--- src/rtl/rr_arb4_pkg.sv ---
// Shared definitions for the four-requester round-robin arbiter.
// The package holds the FSM encoding, the requester count, the default parameters and a rotate helper.
package rr_arb4_pkg;

    typedef enum logic {
        IDLE  = 1'b0,
        GRANT = 1'b1
    } state_e;

    localparam int NREQ         = 4;
    localparam int DEF_MAX_HOLD = 8;
    localparam int DEF_CNT_W    = 3;

    // Rotate right by sh. After rotation, bit 0 holds the requester that the pointer selects.
    function automatic logic [NREQ-1:0] rotr4(input logic [NREQ-1:0] v, input logic [1:0] sh);
        logic [2*NREQ-1:0] dbl;
        dbl = {v, v};
        return dbl[{1'b0, sh} +: NREQ];
    endfunction

endpackage

--- src/rtl/rr_arb4_if.sv ---
// Request/grant bundle between the requesting blocks (master) and the arbiter (slave).
interface rr_arb4_if;

    logic                           enable;
    logic [rr_arb4_pkg::NREQ-1:0]   req;
    logic [rr_arb4_pkg::NREQ-1:0]   gnt;
    logic [1:0]                     gnt_id;
    logic                           gnt_valid;
    logic                           handoff;

    modport master (
        output enable,
        output req,
        input  gnt,
        input  gnt_id,
        input  gnt_valid,
        input  handoff
    );

    modport slave (
        input  enable,
        input  req,
        output gnt,
        output gnt_id,
        output gnt_valid,
        output handoff
    );

endinterface

--- src/rtl/rr_arb4_prio_enc4.sv ---
// 4-to-2 priority encoder. The lowest set bit wins.
// The encoder returns index 00 with valid low when it is disabled or when its input is zero.
module prio_enc4 (
    input  logic       en_i,
    input  logic [3:0] vec_i,
    output logic [1:0] idx_o,
    output logic       valid_o
);

    always_comb begin
        idx_o   = 2'd0;
        valid_o = 1'b0;
        if (en_i) begin
            valid_o = |vec_i;
            if (vec_i[0])      idx_o = 2'd0;
            else if (vec_i[1]) idx_o = 2'd1;
            else if (vec_i[2]) idx_o = 2'd2;
            else if (vec_i[3]) idx_o = 2'd3;
        end
    end

endmodule

--- src/rtl/rr_arb4.sv ---
// Round-robin arbiter with registered grants for four requesters.
// An owner keeps the grant until it releases it or until its hold limit expires while another requester is waiting.
module rr_arb4
    import rr_arb4_pkg::*;
#(
    parameter int MAX_HOLD = DEF_MAX_HOLD,
    parameter int CNT_W    = DEF_CNT_W
) (
    input  logic        clk,
    input  logic        reset,
    rr_arb4_if.slave    arb
);

    localparam logic [CNT_W-1:0] HOLD_LAST = CNT_W'(MAX_HOLD - 1);

    state_e            state_q, state_d;
    logic [NREQ-1:0]   gnt_q, gnt_d;
    logic [1:0]        id_q, id_d;
    logic              valid_q, valid_d;
    logic              handoff_q, handoff_d;
    logic [1:0]        ptr_q, ptr_d;
    logic [CNT_W-1:0]  cnt_q, cnt_d;

    logic [NREQ-1:0]   candidates;
    logic [NREQ-1:0]   rotated;
    logic [1:0]        enc_idx;
    logic              enc_valid;
    logic [1:0]        winner;
    logic [NREQ-1:0]   win_onehot;
    logic              owner_req;
    logic              expire;
    logic              rearb;

    // ptr_q always equals owner+1 while a grant is held. A rotation by ptr_q with the owner
    // masked out therefore serves both the release and the expiry rearbitration.
    assign candidates = arb.req & ~gnt_q;
    assign rotated    = rotr4(candidates, ptr_q);

    prio_enc4 u_enc (
        .en_i    (arb.enable),
        .vec_i   (rotated),
        .idx_o   (enc_idx),
        .valid_o (enc_valid)
    );

    assign winner = enc_idx + ptr_q;

    for (genvar gi = 0; gi < NREQ; gi++) begin : g_onehot
        assign win_onehot[gi] = (winner == 2'(gi));
    end

    assign owner_req = arb.req[id_q];
    assign expire    = (cnt_q == HOLD_LAST) && (|candidates);

    always_comb begin
        state_d   = state_q;
        gnt_d     = gnt_q;
        id_d      = id_q;
        valid_d   = valid_q;
        handoff_d = 1'b0;
        ptr_d     = ptr_q;
        cnt_d     = cnt_q;
        rearb     = 1'b0;

        case (state_q)
            IDLE: begin
                rearb = arb.enable;
            end
            GRANT: begin
                if (!arb.enable) begin
                    state_d = IDLE;
                    gnt_d   = '0;
                    id_d    = 2'd0;
                    valid_d = 1'b0;
                end else if (!owner_req || expire) begin
                    rearb = 1'b1;
                end else if (cnt_q != HOLD_LAST) begin
                    cnt_d = cnt_q + 1'b1;
                end
            end
            default: begin
                state_d = IDLE;
            end
        endcase

        if (rearb) begin
            if (enc_valid) begin
                state_d   = GRANT;
                gnt_d     = win_onehot;
                id_d      = winner;
                valid_d   = 1'b1;
                handoff_d = 1'b1;
                ptr_d     = winner + 2'd1;
                cnt_d     = '0;
            end else begin
                state_d = IDLE;
                gnt_d   = '0;
                id_d    = 2'd0;
                valid_d = 1'b0;
            end
        end
    end

    always_ff @(posedge clk) begin
        if (reset) begin
            state_q   <= IDLE;
            gnt_q     <= '0;
            id_q      <= 2'd0;
            valid_q   <= 1'b0;
            handoff_q <= 1'b0;
            ptr_q     <= 2'd0;
            cnt_q     <= '0;
        end else begin
            state_q   <= state_d;
            gnt_q     <= gnt_d;
            id_q      <= id_d;
            valid_q   <= valid_d;
            handoff_q <= handoff_d;
            ptr_q     <= ptr_d;
            cnt_q     <= cnt_d;
        end
    end

    assign arb.gnt       = gnt_q;
    assign arb.gnt_id    = id_q;
    assign arb.gnt_valid = valid_q;
    assign arb.handoff   = handoff_q;

endmodule
--- src/flat_wrapper.sv ---
// flat-port wrapper written by rule: the top's interface ports become plain ports
module rr_arb4_flat import rr_arb4_pkg::*;
#(
    parameter int MAX_HOLD = DEF_MAX_HOLD,
    parameter int CNT_W    = DEF_CNT_W
)
  (clk, reset, arb_enable, arb_req, arb_gnt, arb_gnt_id, arb_gnt_valid, arb_handoff);
  rr_arb4_if arb_i ();
  input  logic clk;
  input  logic reset;
  input wire logic [$bits(arb_i.enable)-1:0] arb_enable;
  input wire logic [$bits(arb_i.req)-1:0] arb_req;
  output wire logic [$bits(arb_i.gnt)-1:0] arb_gnt;
  output wire logic [$bits(arb_i.gnt_id)-1:0] arb_gnt_id;
  output wire logic [$bits(arb_i.gnt_valid)-1:0] arb_gnt_valid;
  output wire logic [$bits(arb_i.handoff)-1:0] arb_handoff;
  assign arb_i.enable = arb_enable;
  assign arb_i.req = arb_req;
  assign arb_gnt = arb_i.gnt;
  assign arb_gnt_id = arb_i.gnt_id;
  assign arb_gnt_valid = arb_i.gnt_valid;
  assign arb_handoff = arb_i.handoff;
  rr_arb4 #(.MAX_HOLD(MAX_HOLD), .CNT_W(CNT_W)) u_core (.clk(clk), .reset(reset), .arb(arb_i));
endmodule
--- config.mk ---
export PLATFORM = sky130hd
export DESIGN_NAME = rr_arb4_flat
export DESIGN_NICKNAME = d
export VERILOG_FILES = /design/src/rtl/rr_arb4_pkg.sv /design/src/rtl/rr_arb4_if.sv /design/src/rtl/rr_arb4_prio_enc4.sv /design/src/rtl/rr_arb4.sv /design/src/flat_wrapper.sv
export SDC_FILE = /design/constraint.sdc
export NUM_CORES = 1
export LEC_CHECK = 0
export CORE_MARGIN = 3
export CORE_UTILIZATION = 50
export DETAILED_ROUTE_END_ITERATION = 8
export PLACE_DENSITY = 0.74
export RECOVER_POWER = 25
export SLEW_MARGIN = 20
export SYNTH_ARGS = -nofsm -noshare
export SYNTH_HDL_FRONTEND = slang
export SYNTH_SLANG_ARGS = --single-unit
export TNS_END_PERCENT = 5
--- constraint.sdc ---
create_clock -name clk -period 3.5 [get_ports clk]
set_input_delay 1.05 -clock clk [delete_from_list [all_inputs] [get_ports clk]]
set_output_delay 1.05 -clock clk [all_outputs]
set_load 0.03 [all_outputs]
==> impl_metrics.ini <==
[synth]
ys_types = 39
syn_inst = 99
yosysWarningCount = 0
synth.avg_cell_area_um2 = 8.67
synth_top_area_share_pct = 32.7
syn_nets = 109
synthTopCellsByArea = dfxtp_1 33%, a21oi_1 5.2%, ha_1 4.4%
ys_ff_latch = 14
synth_largest_area_cell = dfxtp_1
synth_seq_area_share_pct = 32.7
synth_area_um2 = 858

[global_routing]
met2_usage_pct = 29.7
grt_use_met3_pct = 4.89
gr-total-overflow = 0
use_met1_pct = 24.4
top_usage_layer = met2
grt_pass1_vias = 736
grt_pass1_wl_um = 3040
grt_antenna_before_repair = 0
track_usage_pct = 19.3
grt_max_degree = 17

[status]
run_status = finished clean

[floorplan]
pin_count = 15
dieWidth_um = 47.4
initial_core_util_pct = 55.1
die-area_mm2 = 0.00225
fp.dieH_um = 47.4
core_mm2 = 0.00156
row_count = 14

[sta]
finalCritPeriodShare_pct = 93.3
relSlewSlack_pct = 62.0
setup_ws_ps = 233
worstMarginPinSlew_ps = 569
setup_violations = 0
max_freq_ghz = 0.306
slew_violations = 0
hold_violations = 0
tns_ps = 0
finalCriticalPeriod_ps = 3270
grt_setup_unrepaired = false
fin_skew_ps = 6.21

[pwr]
vdd_drop_max_mv = 0.377
p_leak_uw = 0.000448
total_power_uw = 474
power_density_mw_per_mm2 = 435

[worst_setup_path]
worstPathArrival_ps = 3470
end_kind = register
critical_path_peak_fanout = 5
critical_path_required_ps = 3700
critical_path_class = in2reg
start_kind = input port

[cells_and_area]
area_growth_pct = 26.8
drive_gt1_share_pct = 15.7
fin_cells = 137
finish.utilization_pct = 69.8
nets = 132
antenna_cells = 0
fill_cells = 130

[cts]
tritoncts = built
h-tree-depth = 1
clockRootBuffer = clkbuf_4
cts_setup_buffers = 0
clock_sinks = 14
max-clock-path-buffers = 2
postCtsHoldBufs = 0
numCtsBuffers = 3
post_cts_resized = 0
clock_latency_ps = 280
cts.clk_slew.worst_paths_ps = 80

[route]
drc = 0
vias = 817
ant_nets = 0
drt-pass1-iter-count = 4
routed_via_density = 5.96
drtIter0Drc = 14
avgRoutedWirePerCell_um = 13.5
drt-total-wl_um = 1850

[place]
globalplace.congestion = 0.826
place_hpwl_um = 1460
placed_cells = 133
io_buffers = 14
place_ws_ps = -62.0

[min_path]
min_path_type = reg2reg

[flow_run]
drv_cap = 0
## final cells by class
| class | count | area, um^2 | area share [%] |
|---|---|---|---|
| Clock buffer | 4 | 36.3 | 3.33 |
| Inverter | 3 | 11.3 | 1.03 |
| Multi-Input combinational cell | 78 | 541 | 49.7 |
| Sequential cell | 14 | 280 | 25.7 |
| Tap cell | 16 | 20.0 | 1.84 |
| Timing Repair Buffer | 22 | 200 | 18.4 |
## metal layers
layer	vias to the layer above	part of all wire (%)
met4	0	2.9
met1	384	44
li1	412	-
met3	4	4.2
met5	-	0
met2	17	49
## Yosys cell counts
master    instances
mux4_2            1
o211a_1           1
ha_1              3
nor4_1            1
buf_2             3
o211ai_1          2
a21oi_1           9
nor3b_2           1
or2b_1            1
o21ai_0           3
a211oi_1          1
nor2_1            7
a41o_1            2
nor3_1            6
nand3_1           3
xor2_1            1
a211oi_4          1
dfxtp_1          14
mux2i_1           1
or4b_1            1
buf_6             1
a31o_2            1
inv_1             3
a21oi_2           2
and2_4            1
a311o_1           1
nor3b_1           2
and3b_1           1
a31oi_1           1
o31ai_1           2
nor2b_1           5
nand3b_1          1
nand2b_1          3
or3b_1            1
nand2_1           8
o311ai_0          1
o21bai_1          1
o41ai_1           1
a32o_1            1
## power by group
group          internal (uW)  switching, uW
clock network           63.3           51.1
logic                   78.3           88.9
registers                174           18.4
total                    315            158
## placed cells by master (no fill, tap or decap), types with 5 or more instances in the layout
cell type / n
dfxtp_1: 14
a21oi_1: 9
clkdlybuf4s50_1: 9
nand2_1: 8
buf_4: 8
nor2_1: 7
nor3_1: 6
nor2b_1: 5
dlygate4sd3_1: 5
## worst paths after layout
| kind | cells after the start | from | end | slack (ps) |
|---|---|---|---|---|
| setup / recovery | 11 | arb_req[3] | u_core.arb.gnt[0]$_SDFFE_PP0P_ | 230 |
| hold / removal | 2 | u_core.arb.gnt[1]$_SDFFE_PP0P_ | u_core.arb.gnt[1]$_SDFFE_PP0P_ | 490 |
| setup reg to reg | 10 | u_core.arb.gnt[2]$_SDFFE_PP0P_ | u_core.arb.gnt[0]$_SDFFE_PP0P_ | 1070 |
| hold reg to reg | 2 | u_core.arb.gnt[1]$_SDFFE_PP0P_ | u_core.arb.gnt[1]$_SDFFE_PP0P_ | 490 |
## sequential cells by signal, indices dropped and copies added (netlist names)
name / cells
u_core.arb.gnt_valid: 1
u_core.arb.handoff: 1
u_core.arb.gnt: 4
u_core.ptr_q: 2
u_core.cnt_q: 3
u_core.arb.gnt_id: 2
u_core.state_q: 1
## worst max-delay path, stage by stage
cell,delay (ps)
clkdlybuf4s50_1,490
nand2b_1,130
o311ai_0,290
o21ai_0,140
a21oi_1,220
ha_1,220
o21bai_1,120
a211oi_1,70
buf_4,170
or4b_1,450
a21oi_1,120
## stage by stage
stage	hold slack, ps	cell area, um^2
floorplan	486	858
global placement	476	1050
detailed placement	482	1050
CTS	492	1090
global route	527	1090
finish	491	1090
## logic make-up (layout without fill, tap and decap cells)
logic type               Yosys count  count (layout)  share of synthesized area (%)
XOR/XNOR                           1               1                           1.02
AO/OA/AOI/OAI                     30              30                           26.2
flip-flops                        14              14                           32.7
adder cells (fa/ha/maj)            3               3                           4.37
AND/OR/NAND/NOR                   42              42                           27.6
buffers and inverters              7              29                           4.37
multiplexers                       2               2                           3.79
Power figures use the tool's default switching activity.
